File: config.mk
export PLATFORM = sky130hd
export DESIGN_NAME = uart_stack_buffer
export DESIGN_NICKNAME = d
export VERILOG_FILES = /design/src/rtl/uart_stack_buffer.sv
export SDC_FILE = /design/constraint.sdc
export NUM_CORES = 1
export LEC_CHECK = 0
export BUFFER_PORTS_ARGS = -buffer_cell sky130_fd_sc_hd__buf_2
export CORE_ASPECT_RATIO = 2
export CORE_UTILIZATION = 58
export DETAILED_ROUTE_END_ITERATION = 8
export PLACE_DENSITY = 0.72
export SKIP_CTS_REPAIR_TIMING = 1
export SLEW_MARGIN = 20
export SYNTH_ARGS = -nofsm -noshare
export SYNTH_HDL_FRONTEND = slang
export SYNTH_SLANG_ARGS = --single-unit
File: constraint.sdc
create_clock -name clk -period 7.9 [get_ports clk]
set_input_delay 1.975 -clock clk [delete_from_list [all_inputs] [get_ports clk]]
set_output_delay 1.975 -clock clk [all_outputs]
set_load 0.05 [all_outputs]
File: src/rtl/uart_stack_buffer.sv
// uart_stack_buffer: circular byte store between uart_rx and uart_tx.
// Words are collected while filling. A drain starts when the store fills, on
// a terminator byte, or on flush. The drain order (FIFO/LIFO) is latched when
// the drain starts. Each word handed to uart_tx waits for that transmitter's
// busy rise and fall before the next word is offered.
module uart_stack_buffer #(
  parameter int                      PAYLOAD_BITS = 8,
  parameter int                      DEPTH        = 64,
  parameter int                      TERM_EN      = 1,
  parameter logic [PAYLOAD_BITS-1:0] TERMINATOR   = 8'h0D,
  parameter int                      COUNT_W      = $clog2(DEPTH + 1)
) (
  input  logic                    clk,
  input  logic                    reset,
  input  logic                    mode,
  input  logic                    flush,
  input  logic                    rx_valid,
  input  logic [PAYLOAD_BITS-1:0] rx_data,
  input  logic                    tx_busy,
  output logic                    tx_en,
  output logic [PAYLOAD_BITS-1:0] tx_data,
  output logic [COUNT_W-1:0]      count,
  output logic                    full,
  output logic                    empty,
  output logic                    sending,
  output logic                    overflow
);

  localparam int                 PTR_W    = (DEPTH > 1) ? $clog2(DEPTH) : 1;
  localparam logic [COUNT_W-1:0] L_DEPTH  = COUNT_W'(DEPTH);
  localparam logic [COUNT_W:0]   L_DEPTHX = (COUNT_W + 1)'(DEPTH);
  localparam logic [PTR_W-1:0]   L_LAST   = PTR_W'(DEPTH - 1);

  typedef enum logic [1:0] {
    S_FILL      = 2'd0,
    S_SEND      = 2'd1,
    S_WAIT_ACK  = 2'd2,
    S_WAIT_DONE = 2'd3
  } state_t;

  state_t                    r_state;
  state_t                    w_next;
  logic [PAYLOAD_BITS-1:0]   r_mem [0:DEPTH-1];
  logic [PTR_W-1:0]          r_wp;
  logic [COUNT_W-1:0]        r_count;
  logic                      r_overflow;
  logic                      r_mode;

  logic                      w_wr;
  logic                      w_drop;
  logic [COUNT_W-1:0]        w_cnt_after;
  logic                      w_trigger;
  logic [PTR_W-1:0]          w_wp_inc;
  logic [PTR_W-1:0]          w_wp_dec;
  logic [COUNT_W:0]          w_head_sum;
  logic [COUNT_W:0]          w_head_mod;
  logic [PTR_W-1:0]          w_head;
  logic [PTR_W-1:0]          w_rd_idx;

  // Write/trigger decode for the fill phase; anything arriving while draining is dropped.
  always_comb begin
    w_wr        = (r_state == S_FILL) && rx_valid && (r_count != L_DEPTH);
    w_drop      = rx_valid && !w_wr;
    w_cnt_after = r_count + COUNT_W'(w_wr);
    w_trigger   = (r_state == S_FILL) &&
                  ((w_cnt_after == L_DEPTH) ||
                   ((TERM_EN != 0) && rx_valid && (rx_data == TERMINATOR)) ||
                   (flush && (w_cnt_after != {COUNT_W{1'b0}})));
  end

  // Pointer arithmetic: wrap-around neighbours of wp and the FIFO head (wp - count mod DEPTH).
  always_comb begin
    w_wp_inc   = (r_wp == L_LAST) ? {PTR_W{1'b0}} : r_wp + {{(PTR_W-1){1'b0}}, 1'b1};
    w_wp_dec   = (r_wp == {PTR_W{1'b0}}) ? L_LAST : r_wp - {{(PTR_W-1){1'b0}}, 1'b1};
    w_head_sum = (COUNT_W + 1)'(r_wp) + L_DEPTHX - {1'b0, r_count};
    if (w_head_sum >= L_DEPTHX) begin
      w_head_mod = w_head_sum - L_DEPTHX;
    end else begin
      w_head_mod = w_head_sum;
    end
    w_head   = PTR_W'(w_head_mod);
    w_rd_idx = r_mode ? w_wp_dec : w_head;
  end

  // FSM state register.
  always_ff @(posedge clk) begin
    if (reset) begin
      r_state <= S_FILL;
    end else begin
      r_state <= w_next;
    end
  end

  // FSM next-state logic.
  always_comb begin
    w_next = r_state;
    case (r_state)
      S_FILL: begin
        if (w_trigger) begin
          w_next = S_SEND;
        end else begin
          w_next = S_FILL;
        end
      end
      S_SEND: begin
        if (!tx_busy) begin
          w_next = S_WAIT_ACK;
        end else begin
          w_next = S_SEND;
        end
      end
      S_WAIT_ACK: begin
        if (tx_busy) begin
          w_next = S_WAIT_DONE;
        end else begin
          w_next = S_WAIT_ACK;
        end
      end
      S_WAIT_DONE: begin
        if (!tx_busy) begin
          w_next = (r_count != {COUNT_W{1'b0}}) ? S_SEND : S_FILL;
        end else begin
          w_next = S_WAIT_DONE;
        end
      end
      default: w_next = S_FILL;
    endcase
  end

  // FSM outputs: one send strobe per SEND visit, gated by the transmitter being idle.
  always_comb begin
    tx_en   = 1'b0;
    tx_data = {PAYLOAD_BITS{1'b0}};
    sending = 1'b0;
    case (r_state)
      S_FILL: begin
        sending = 1'b0;
      end
      S_SEND: begin
        sending = 1'b1;
        tx_en   = !tx_busy;
        if (!tx_busy) begin
          tx_data = r_mem[w_rd_idx];
        end else begin
          tx_data = {PAYLOAD_BITS{1'b0}};
        end
      end
      S_WAIT_ACK, S_WAIT_DONE: begin
        sending = 1'b1;
      end
      default: begin
        sending = 1'b0;
      end
    endcase
  end

  // Occupancy, write pointer, sticky overflow and the order latched at drain start.
  always_ff @(posedge clk) begin
    if (reset) begin
      r_wp       <= {PTR_W{1'b0}};
      r_count    <= {COUNT_W{1'b0}};
      r_overflow <= 1'b0;
      r_mode     <= 1'b0;
    end else begin
      if (w_drop) begin
        r_overflow <= 1'b1;
      end
      if (w_wr) begin
        r_wp    <= w_wp_inc;
        r_count <= w_cnt_after;
      end else if (tx_en) begin
        r_count <= r_count - {{(COUNT_W-1){1'b0}}, 1'b1};
        if (r_mode) begin
          r_wp <= w_wp_dec;
        end
      end
      if (w_trigger) begin
        r_mode <= mode;
      end
    end
  end

  // Storage array; contents intentionally survive reset.
  always_ff @(posedge clk) begin
    if (w_wr) begin
      r_mem[r_wp] <= rx_data;
    end
  end

  assign count    = r_count;
  assign full     = (r_count == L_DEPTH);
  assign empty    = (r_count == {COUNT_W{1'b0}});
  assign overflow = r_overflow;

endmodule

## Yosys cells after proc, flatten, opt, wreduce, memory -nomap -nowiden

Memories as Yosys holds them, arrays and structs flattened.
Index checks and enable logic that the tools add are counted.

| operators by class | value |
|---|---|
| $add $sub $neg | 7 |
| $lt $le $gt $ge | 1 |
| equal/unequal tests | 8 |
| multiplexer cells | 21 |
| reduce and logical (&&, ||, !) cells | 19 |

Operators by type and width:

| cell | count |
|---|---|
| 2-to-1 mux 6 bit | 7 |
| 2-to-1 mux 8 bit | 2 |
| == test 7 bit, second input constant | 2 |
| 2-to-1 mux 7 bit | 2 |
| nonzero test 7 bit | 2 |
| subtractor 6 x 1 -> 6 bit, second input constant | 2 |
| adder 6 x 7 -> 8 bit, second input constant | 1 |
| == test 8 x 4 -> 1 bit, second input constant | 1 |
| greater-or-equal comparator 8 x 7 -> 1 bit, second input constant | 1 |
| one-hot mux 2 bit (4 select lines) | 1 |
| subtractor 8 x 7 -> 8 bit | 1 |
| adder 7 x 1 -> 7 bit | 1 |
| logical NOT 7 bit | 1 |
| inequality test 7 bit, second input constant | 1 |
| subtractor 7 x 1 -> 7 bit, second input constant | 1 |
| adder 6 x 1 -> 6 bit, second input constant | 1 |
| == test 6 bit, second input constant | 1 |
| logical AND 1 bit | 6 |
| logical NOT 6 bit | 1 |
| 2-to-1 mux 1 bit | 6 |
| == test 2 bit, second input constant | 2 |
| 2-to-1 mux 2 bit | 2 |
| nonzero test 2 bit | 2 |
| OR reduction 3 bit | 1 |
| other kinds (6) | 8 |

| word-level totals | value |
|---|---|
| flip-flop bits (word level) | 17 |
| RAM bits | 512 |
| input port bits | 14 |
| word-level logic and storage cells | 62 |
| memories kept | 1 |

Memory list:

| memory | words | bits a word | read ports | clocked after Yosys merged registers in | write ports | line | source |
|---|---|---|---|---|---|---|---|
| r_mem | 64 | 8 | 1 | 0 | 1 | 43 | `logic [PAYLOAD_BITS-1:0] r_mem [0:DEPTH-1];` |

## Depth between registers and ports, before layout

Gate-level depths: netlist of the first run.

| logic depth | value |
|---|---|
| depth after elaboration | 10 |
| mapped depth | 15 |
| gate-level depth less buffers | 13 |

## Least setup slack after synthesis of the first run

Ideal clock, no wire load.

| timing path | value |
|---|---|
| path kind | input to output |
| start | in tx_busy |
| end | out tx_data[0] |
| arrival | 4550 ps |
| data required time | 5925 ps |
| setup slack | 1375 ps |
| stages on the path | 5 |
| buffers on the path | 1 |
| cells stage by stage | or3_1 > clkbuf_1 > inv_1 > nand4_1 > o32ai_1 |

| on the way | value |
|---|---|
| cells in the longest elaborated chain, start to end | 2 |

RTL lines:

| what | line | source |
|---|---|---|
| start: declaration | 19 | `input logic tx_busy,` |
| 2-to-1 mux 8 bit | 142 | `if (!tx_busy) begin` |
| 2-to-1 mux 8 bit | 135 | `case (r_state)` |
| end: declaration | 21 | `output logic [PAYLOAD_BITS-1:0] tx_data,` |

Every way passes these cells.

## Worst setup path in the final report of the first run

| timing path | value |
|---|---|
| start | reg r_mode |
| end | out tx_data[5] |

| on the way | value |
|---|---|
| cells in the longest elaborated chain, start to end | 4 |

RTL lines:

| what | line | source |
|---|---|---|
| start: declaration | 47 | `logic r_mode;` |
| start signal: assignment | 178 | `r_mode <= mode;` |
| 2-to-1 mux 6 bit | 82 | `w_rd_idx = r_mode ? w_wp_dec : w_head;` |
| memory (64 x 8 bit) | -- |  |
| 2-to-1 mux 8 bit | 142 |  |
| 2-to-1 mux 8 bit | 135 |  |

Every way passes these cells.

==> results of run 1 <==
==> layout by cell type (no fill, tap or decap), types with 6 or more instances in the layout <==
| cell type | synthesis | routed |
|---|---|---|
| nor3_1 | 7 | 7 |
| a2111o_1 | 8 | 8 |
| dfxtp_1 | 17 | 17 |
| and2_1 | 91 | 91 |
| nand4_1 | 7 | 7 |
| a31oi_1 | 18 | 18 |
| nor2_1 | 82 | 82 |
| mux4_1 | 24 | 24 |
| a2111oi_0 | 8 | 8 |
| clkinv_2 | 0 | 8 |
| buf_4 | 5 | 21 |
| clkbuf_1 | 36 | 7 |
| a21oi_1 | 29 | 29 |
| edfxtp_1 | 512 | 512 |
| buf_2 | 33 | 33 |
| clkinv_1 | 0 | 6 |
| o21ai_0 | 12 | 11 |
| mux4_2 | 24 | 24 |
| ha_1 | 12 | 12 |
| inv_1 | 15 | 15 |
| o32ai_1 | 8 | 8 |
| xnor2_1 | 9 | 9 |
| clkbuf_16 | 0 | 45 |
| a22o_1 | 7 | 7 |
| nand3_1 | 15 | 14 |
| nor2b_1 | 6 | 6 |
| a311oi_1 | 64 | 64 |
| mux2i_1 | 10 | 10 |
| nor4_1 | 28 | 28 |
| or3_1 | 6 | 6 |
| a211oi_1 | 80 | 80 |
| nand2_1 | 190 | 190 |
==> worst min path at each step <==
| stage | from | to | depth (start not counted) |
|---|---|---|---|
| 4_1_cts | overflow$_SDFFE_PP0P_ | overflow$_SDFFE_PP0P_ | 2 |
| 2_1_floorplan | r_state[1]$_SDFF_PP0_ | r_state[0]$_SDFF_PP0_ | 2 |
| 3_5_place_dp | overflow$_SDFFE_PP0P_ | overflow$_SDFFE_PP0P_ | 2 |
| 6_report | overflow$_SDFFE_PP0P_ | overflow$_SDFFE_PP0P_ | 2 |
| 5_1_grt | overflow$_SDFFE_PP0P_ | overflow$_SDFFE_PP0P_ | 2 |
| 3_3_place_gp | overflow$_SDFFE_PP0P_ | overflow$_SDFFE_PP0P_ | 2 |
==> state kept, by name (all words and copies together) (netlist names) <==
register	cells
r_mode	1
overflow	1
count	7
r_wp	6
r_state	2
r_mem	512
==> cell families (layout without fill, tap and decap cells) <==
group	count (synthesis)	after routing	synth area share (%)
buf+inv	118	150	3.254
fa+ha+maj	13	13	0.7670
xor+xnor	12	12	0.4738
mux	60	60	5.882
flops	529	529	70.83
simple gates	446	446	9.491
compound gates	268	268	9.300
==> critical path, delay by kind of cell, from the launching register on <==
| family | cells | cell delay [ns] |
|---|---|---|
| AOI/OAI and AO/OA | 4 | 1.73 |
| muxes | 2 | 0.97 |
| DFF | 1 | 0.93 |
| buffers and inverters | 2 | 0.66 |
==> layout make-up <==
class	instances	area, µm²	area share [%]
clock buffers	52	1152	4.820
clock inverters	24	214.0	0.8949
inverters	16	60.06	0.2512
multi-input cells	799	5786	24.20
flip-flops and latches	529	15720	65.73
well taps	463	579.3	2.423
repair buffers	58	402.9	1.685
==> per-layer routing <==
metal / global-route usage (%) / wire [µm] / vias to the layer above
li1: - / - / 5695
met1: 33.62 / 18400 / 6500
met2: 49.62 / 28160 / 638
met3: 3.114 / 3682 / 152
met4: 17.61 / 3597 / 0
met5: 0 / 0 / -
==> stage by stage <==
step / utilization, % / area (µm²) / hold WS (ns)
floorplan: - / 22190 / 0.4845
global placement: 59.63 / 22530 / 0.4469
detailed placement: 59.65 / 22540 / 0.4559
CTS: 63.26 / 23900 / 0.4718
global route: 63.28 / 23910 / 0.5123
finish: 63.28 / 23910 / 0.4663
==> metrics.yaml, run 1 <==
grt:
  grt_pass1_vias: 12845
  grt_use_total_pct: 28.43
  antenna_found_initial: 0
  grt-ovfl-total: 0
  grt_first_pass_wirelength_um: 80350
  grt_max_degree: 82
yosys:
  syn_area_per_cell_um2: 15.34
  synth_top_area_share_pct: 69.30
  async_reset_ff_share_pct: 0
  synth_flop_cell: "edfxtp_1"
  netlist_area_um2: 22190
  syn_inst: 1446
  synthesis.nets: 1473
  synth_common_cells: "edfxtp_1 (512), nand2_1 (190), and2_1 (91), nor2_1 (82), a211oi_1 (80)"
  synth.largest_area_cell: "edfxtp_1"
  ys_warn_count: 0
  synth_cell_types: 67
  synth_edf_count: 512
  ys_top_cells_by_area: "edfxtp_1 (69%), nand2_1 (3.2%), mux4_1 (2.8%), a211oi_1 (2.7%), and2_1 (2.6%)"
  yosys.cell_count.top_type: "edfxtp_1"
  ys_seq_elements: 529
  synth_seq_area_share_pct: 70.83
critical_path:
  crit_end: "tx_data[5]"
  critical_path_class: "reg -> out"
  r2r_slack_ns: 3.50
  crit_chain: "mux2i_1, a31o_4, buf_4, mux4_1, a2111oi_0, a2111o_1, o32ai_1, buf_2"
  cp-startpoint: "r_mode$_SDFFE_PP0P_"
  crit_path_end_kind: "output pin"
  slowest_stage: "dfxtp_1"
  cp.required_ns: 5.93
  worstPathArrival_ns: 4.89
  worstReg2RegStart: "count[1]$_SDFFE_PP0P_"
  critPathLaunchType: "flip-flop"
  r2r_cells: 7
  path_max_fanout: 35
  r2r-end: "r_mem[6][3]$_DFFE_PP_"
  crit_path_max_incr_delay_ns: 0.93
sta:
  layout_setup_ws_ns: 1.037
  slew_headroom_pct: 24.31
  rsz0062_at_grt: "no"
  min_period_ns: 6.863
  hold_violations: 0
  fmax_ghz: 0.1457
  fin_tns_setup_ns: 0
  worst_pin_slew_ns: 1.131
  fin_skew_ns: 0.01307
  setup_viol: 0
  post-route-period-util_pct: 86.87
  maxSlewViolCount: 0
flow_run:
  max_cap_violations: 0
detailed_routing:
  finalWirelength_um: 53840
  drc_errors: 0
  dr.first_iter.drc_count: 1319
  vias: 12985
  ant_nets: 0
  wl_per_cell_um: 27.74
  dr.pass1.iters: 5
  via_per_inst: 6.690
clocking:
  cts.path.max_buffers: 3
  cts_tree: "built"
  cts-root-buf: "clkbuf_16"
  numClockSinks: 529
  numCtsBuffers: 44
  worstSkewPairLatency_ns: 0.56
  path_clk_slew_ns: 0.07
  htreeDepth: 2
die:
  initial_core_util_pct: 58.72
  die_w_um: 140.3
  die-area_um2: 39090
  ioPinCount: 34
  rows: 101
  die_h_um: 278.6
  core_um2: 37790
place:
  numPortBuffers: 33
  place_inst: 1865
  place_congestion: 0.8371
  dpl_worst_slack_ns: 1.640
  dp_hpwl_um: 33200
final_layout:
  nFillCells: 2637
  layout.nets: 1475
  finalNonFillerCells: 1941
  antenna_cells: 0
  syn2layout_area_growth_pct: 7.766
  layout-drive-gt1-share_pct: 10.96
status:
  outcome: "completed"
worst_hold_path:
  hold_class: "reg -> reg"
Power of run 1 is left out: the tool's default activity adds up to more than one toggle a clock period on the data nets, which glitch-free logic cannot reach.
==> inputs of run 2 (changes only) <==
--- a/config.mk
+++ b/config.mk
@@ -5,11 +5,13 @@
 export SDC_FILE = /design/constraint.sdc
 export NUM_CORES = 1
 export LEC_CHECK = 0
+export ABC_AREA = 1
 export BUFFER_PORTS_ARGS = -buffer_cell sky130_fd_sc_hd__buf_2
 export CORE_ASPECT_RATIO = 2
 export CORE_UTILIZATION = 58
 export DETAILED_ROUTE_END_ITERATION = 8
 export PLACE_DENSITY = 0.72
+export SETUP_SLACK_MARGIN = 0.4
 export SKIP_CTS_REPAIR_TIMING = 1
 export SLEW_MARGIN = 20
 export SYNTH_ARGS = -nofsm -noshare
==> metrics.yaml, run 2 <==
status:
  outcome: "completed"
sta:
  rsz0062_at_grt: "no"
  post-route-period-util_pct: 90.13  # +3.3 points
  fmax_ghz: 0.1404  # -3.6%
  setup_viol: 0  # unchanged
  worst_pin_slew_ns: 1.066  # -0.06504 ns
  slew_headroom_pct: 28.93  # +4.6 points
  fin_skew_ns: 0.008528  # -0.004547 ns
  layout_setup_ws_ns: 0.7796  # -0.2576 ns
  hold_slack_ns: 0.4808  # +0.01445 ns
  min_period_ns: 7.120  # +0.2576 ns
  maxSlewViolCount: 0  # unchanged
  fin_tns_setup_ns: 0  # unchanged
  hold_violations: 0  # unchanged
yosys:
  netlist_area_um2: 22810  # +2.8%
  synth_flop_cell: "edfxtp_1"
  synth_top_area_share_pct: 67.39  # -1.9 points
  async_reset_ff_share_pct: 0  # unchanged
  synth_seq_area_share_pct: 68.88  # -2.0 points
  yosys.cell_count.top_type: "nand3_1"
  ys_top_cells_by_area: "edfxtp_1 (67%), nand3_1 (16%), nand2_1 (5.4%), buf_2 (1.8%), nor2_1 (1.7%)"
  synthesis.nets: 2023  # +37%
  ys_seq_elements: 529  # unchanged
  synth.largest_area_cell: "edfxtp_1"
  synth_edf_count: 512  # unchanged
  synth_common_cells: "nand3_1 (745), edfxtp_1 (512), nand2_1 (328), nor2_1 (103), buf_2 (83)"
  synth_cell_types: 40  # -40%
  syn_inst: 1996  # +38%
  syn_area_per_cell_um2: 11.43  # -26%
  ys_warn_count: 0  # unchanged
grt:
  grt_pass1_vias: 15360  # +20%
  grtUsageMet2_pct: 54.71  # +5.1 points
  grt-ovfl-total: 0  # unchanged
  use_met3_pct: 3.623  # +0.51 points
  use_met1_pct: 36.30  # +2.7 points
  grt_max_degree: 138  # +68%
  top_usage_layer: "met2"
  antenna_found_initial: 0  # unchanged
  grt_first_pass_wirelength_um: 93240  # +16%
  grt_use_total_pct: 31.86  # +3.4 points
final_layout:
  regMostFlops: "r_mem"
  most-common-layout-cells: "nand3_1 (745), edfxtp_1 (512), nand2_1 (328)"
  layout-drive-gt1-share_pct: 7.340  # -3.6 points
  syn2layout_area_growth_pct: 7.486
  largest_register_ffs: 512  # unchanged
  layout.nets: 1987  # +35%
  antenna_cells: 0  # unchanged
  stdcell_area_um2: 24520  # +2.6%
  layout_commonest_cell: "nand3_1"
clocking:
  cts_tree: "built"
  numClockSinks: 529  # unchanged
  path_clk_slew_ns: 0.07  # about the same
  cts.path.max_buffers: 3  # unchanged
  worstSkewPairLatency_ns: 0.56  # about the same
  cts-root-buf: "clkbuf_16"
  htreeDepth: 2  # unchanged
  numCtsBuffers: 44  # unchanged
place:
  numPortBuffers: 33  # unchanged
  place_congestion: 0.8935  # +6.7%
  dpl_cell_area_um2: 23150  # +2.7%
  dp_hpwl_um: 36910  # +11%
  dpl_worst_slack_ns: 1.438  # -0.2019 ns
detailed_routing:
  via_per_inst: 6.374  # -4.7%
  wl_per_cell_um: 24.83  # -10%
  ant_nets: 0  # unchanged
  finalWirelength_um: 62300  # +16%
  dr.first_iter.drc_count: 1925  # +46%
  vias: 15992  # +23%
  dr.pass1.iters: 6  # +1
  drc_errors: 0  # unchanged
flow_run:
  max_cap_violations: 0  # unchanged
die:
  core_um2: 38800  # +2.7%
  die_w_um: 142.2  # +1.4%
  ioPinCount: 34  # unchanged
  initial_core_util_pct: 58.80  # +0.087 points
  die-area_um2: 40180  # +2.8%
  die_h_um: 282.5  # +1.4%
  rows: 102  # +0.99%
critical_path:
  path_max_fanout: 95  # +170%
  cp.required_ns: 5.93  # about the same
  critPathLaunchType: "flip-flop"
  crit_path_end_kind: "output pin"
  critical_path_class: "reg -> out"
  worstPathArrival_ns: 5.15  # +0.26 ns
worst_hold_path:
  hold_class: "reg -> reg"
## run 2: cell types whose count changed after synthesis, moves of 20 or more
cell and change:
mux4_2 -24, nor4_1 -27, nand2_1 +138, a311oi_1 -64, mux4_1 -24, nand3_1 +730
a211oi_1 -78, buf_2 +50, and2_1 -91, clkbuf_1 -20, nor2_1 +21
## run 2: metrics by stage
| step | cells | util, % |
|---|---|---|
| floorplan | 1996 | - |
| CTS | 2509 | 63.21 |
| global route | 2509 | 63.21 |
| global placement | 2434 | 59.68 |
| detailed placement | 2434 | 59.68 |
| finish | 2509 | 63.21 |
## run 2: final cells by class
type                       instances  area [µm²]
multi-input combinational       1286        6242
inverter                          38       145.1
clock buffer                      54        1160
clock inverter                    21       209.0
fill                            3047       14270
timing repair buffer              61       400.4
tap                              520       650.6
sequential                       529       15720
## run 2: final timing paths
kind | depth (start not counted) | slack, ns | from | to
hold reg to reg | 2 | 0.48 | overflow$_SDFFE_PP0P_ | overflow$_SDFFE_PP0P_
setup reg to reg | 9 | 3.76 | count[1]$_SDFFE_PP0P_ | r_mem[17][3]$_DFFE_PP_
setup / recovery | 15 | 0.78 | r_wp[0]$_SDFFE_PP0P_ | tx_data[2]
hold / removal | 2 | 0.48 | overflow$_SDFFE_PP0P_ | overflow$_SDFFE_PP0P_
## run 2: cell families (layout without fill, tap and decap cells)
kind of cell,count (synthesis),in the layout,synth area share [%]
flip-flops,529,529,68.88
AO/OA/AOI/OAI,53,53,1.311
buffers and inverters,181,174,3.976
XOR/XNOR,16,16,0.6142
AND/OR/NAND/NOR,1204,1204,24.47
adder cells (fa/ha/maj),13,13,0.7458
## run 2: per-layer routing
| layer | share of wire, % | vias to the layer above |
|---|---|---|
| li1 | - | 7168 |
| met1 | 33 | 7720 |
| met2 | 51 | 892 |
| met3 | 7.3 | 212 |
| met4 | 8.5 | 0 |
| met5 | 0 | - |
## run 2: worst max-delay path: stages (launching register included)
cell	delay, ns
dfxtp_1	0.43
inv_1	0.22
ha_1	0.36
nand3_4	0.16
nand3_4	0.12
buf_4	0.69
buf_4	0.94
nand3_1	0.17
nand3_1	0.16
nand3_1	0.11
nand3_1	0.30
nand3_1	0.13
nand2_1	0.08
nor2_1	0.05
nor2_1	0.22
buf_2	0.34
Power of run 2 is left out for the same reason.
==> inputs of run 3 (changes only) <==
--- a/config.mk
+++ b/config.mk
@@ -10,7 +10,7 @@
 export CORE_ASPECT_RATIO = 2
 export CORE_UTILIZATION = 58
 export DETAILED_ROUTE_END_ITERATION = 8
-export PLACE_DENSITY = 0.72
+export PLACE_DENSITY = 0.78
 export SETUP_SLACK_MARGIN = 0.4
 export SKIP_CTS_REPAIR_TIMING = 1
 export SLEW_MARGIN = 20
==> constraint.sdc (replaced) <==
create_clock -name clk -period 7.8 [get_ports clk]
set_input_delay 1.95 -clock clk [delete_from_list [all_inputs] [get_ports clk]]
set_output_delay 1.95 -clock clk [all_outputs]
set_load 0.05 [all_outputs]
==> metrics.yaml, run 3 (synthesis results as in run 2) <==
place:
  place_congestion: 0.8998  # +0.71%
  numPortBuffers: 33  # unchanged
  dp_hpwl_um: 34950  # -5.3%
final_layout:
  layout.nets: 1978  # -0.45%
  final_core_util_pct: 63.17  # about the same
  layout-drive-gt1-share_pct: 7.363  # +0.022 points
  largest_register_ffs: 512  # unchanged
  nFillCells: 2884  # -5.3%
  seq_area_um2: 15720  # unchanged
  syn2layout_area_growth_pct: 7.420  # about the same
  regMostFlops: "r_mem"
  multi_input_area_um2: 6254  # +0.18%
  antenna_cells: 0  # unchanged
  layout_commonest_cell: "nand3_1"
  most-common-layout-cells: "nand3_1 (745), edfxtp_1 (512), nand2_1 (328)"
status:
  outcome: "completed"
sta:
  post-route-period-util_pct: 88.93
  fin_skew_ns: 0.03132  # +0.02280 ns
  fmax_ghz: 0.1442
  worst_pin_slew_ns: 1.143  # +0.07656 ns
  hold_violations: 0  # unchanged
  min_period_ns: 6.936
  fin_tns_setup_ns: 0  # unchanged
  setup_viol: 0  # unchanged
  rsz0062_at_grt: "no"
  slew_headroom_pct: 23.82  # -5.1 points
  maxSlewViolCount: 0  # unchanged
clocking:
  htreeDepth: 2  # unchanged
  cts_tree: "built"
  path_clk_slew_ns: 0.07  # about the same
  cts.path.max_buffers: 3  # unchanged
  numCtsBuffers: 43  # -2.3%
  worstSkewPairLatency_ns: 0.58  # +0.02 ns
  numClockSinks: 529  # unchanged
  cts-root-buf: "clkbuf_16"
grt:
  grt_pass1_vias: 15472  # +0.73%
  grt_first_pass_wirelength_um: 89330  # -4.2%
  antenna_found_initial: 1  # +1
  grt_use_total_pct: 30.33  # -1.5 points
  grt_max_degree: 257  # +86%
  grt-ovfl-total: 0  # unchanged
worst_hold_path:
  min_to: "overflow$_SDFFE_PP0P_"
  hp-start: "overflow$_SDFFE_PP0P_"
  hold_class: "reg -> reg"
  hold_path_depth: 2  # unchanged
die:
  core_um2: 38800  # unchanged
  initial_core_util_pct: 58.80  # unchanged
  ioPinCount: 34  # unchanged
  rows: 102  # unchanged
  die_w_um: 142.2  # unchanged
  die_h_um: 282.5  # unchanged
  die-area_um2: 40180  # unchanged
detailed_routing:
  ant_nets: 0  # unchanged
  finalWirelength_um: 59580  # -4.4%
  dr.first_iter.drc_count: 2383  # +24%
  via_per_inst: 6.459  # +1.3%
  drc_errors: 0  # unchanged
  wl_per_cell_um: 23.80  # -4.1%
  dr.pass1.iters: 6  # unchanged
  vias: 16166  # +1.1%
critical_path:
  cp_common_cell: "nand3_1"
  critPathLaunchType: "flip-flop"
  critical_path_class: "reg -> out"
  crit_chain: "ha_1, a21oi_1, o21ai_1, xnor2_1, o21ai_2, buf_4, clkinv_1, nand3_1, nand3_1, nand3_1, nand2_1, nor2_1, buf_2"
  worstPathArrival_ns: 4.99  # -0.16 ns
  r2r_slack_ns: 3.59  # -0.17 ns
  slowest_stage: "clkinv_1"
  path_max_fanout: 33  # -65%
  crit_path_end_kind: "output pin"
  crit_path_max_incr_delay_ns: 1.01  # +0.07 ns
  worstReg2RegStart: "count[1]$_SDFFE_PP0P_"
  r2r-end: "r_mem[9][3]$_DFFE_PP_"
  cp.required_ns: 5.85  # -0.08 ns
  r2r_cells: 9  # unchanged
flow_run:
  max_cap_violations: 0  # unchanged
-- run 3: changes by cell type in the layout (fill, tap and decap cells not counted), moves of 2 or more --
cell	delta
buf_4	-10
clkbuf_1	-2
clkbuf_8	+4
clkinv_1	-2
clkinv_2	+6
inv_6	-2
-- run 3: through the flow --
stage	hold WS (ns)	area (µm²)	cells	worst slack (ns)
after floorplan	0.4803	22810	1996	2.667
after global placement	0.4550	23110	2426	1.592
after detailed placement	0.5202	23120	2426	1.516
after CTS	0.5375	24500	2503	0.9280
after global routing	0.5422	24510	2503	0.7051
final	0.5217	24510	2503	0.8637
-- run 3: worst max-delay path by stage --
| stage | start | endpoint | slack [ns] | depth (start not counted) |
|---|---|---|---|---|
| 5_1_grt | r_wp[2]$_SDFFE_PP0P_ | tx_data[2] | 0.71 | 13 |
| 3_5_place_dp | r_wp[0]$_SDFFE_PP0P_ | tx_data[5] | 1.52 | 13 |
| 4_1_cts | r_wp[0]$_SDFFE_PP0P_ | tx_data[5] | 0.93 | 13 |
| 3_3_place_gp | r_wp[0]$_SDFFE_PP0P_ | tx_data[5] | 1.59 | 13 |
| 6_report | r_wp[2]$_SDFFE_PP0P_ | tx_data[2] | 0.86 | 13 |
| 2_1_floorplan | tx_busy | tx_data[0] | 2.67 | 4 |
-- run 3: critical path: cells and delay by family (launching register included) --
family | cells | cell delay (ns)
buffers and inverters | 3 | 1.68
and+or+nand+nor | 5 | 1.15
DFF | 1 | 0.65
AOI/OAI and AO/OA | 3 | 0.39
adders and majority gates | 1 | 0.38
xor gates and xnor gates | 1 | 0.16
-- run 3: layout make-up --
cell class	instances	area share [%]
flip-flops and latches	529	64.12
well taps	520	2.655
repair buffers	53	1.455
clock buffers	56	4.927
multi-input cells	1286	25.52
clock inverters	21	0.7301
inverters	38	0.5922
-- run 3: routing by layer --
metal / vias up / track usage (%) / wire [µm]
met3: 233 / 3.877 / 4431
met4: 2 / 22.66 / 4594
met2: 988 / 52.29 / 30840
li1: 7136 / - / -
met5: - / 0 / 13
met1: 7807 / 34.31 / 19700
Power of run 3 is left out for the same reason.
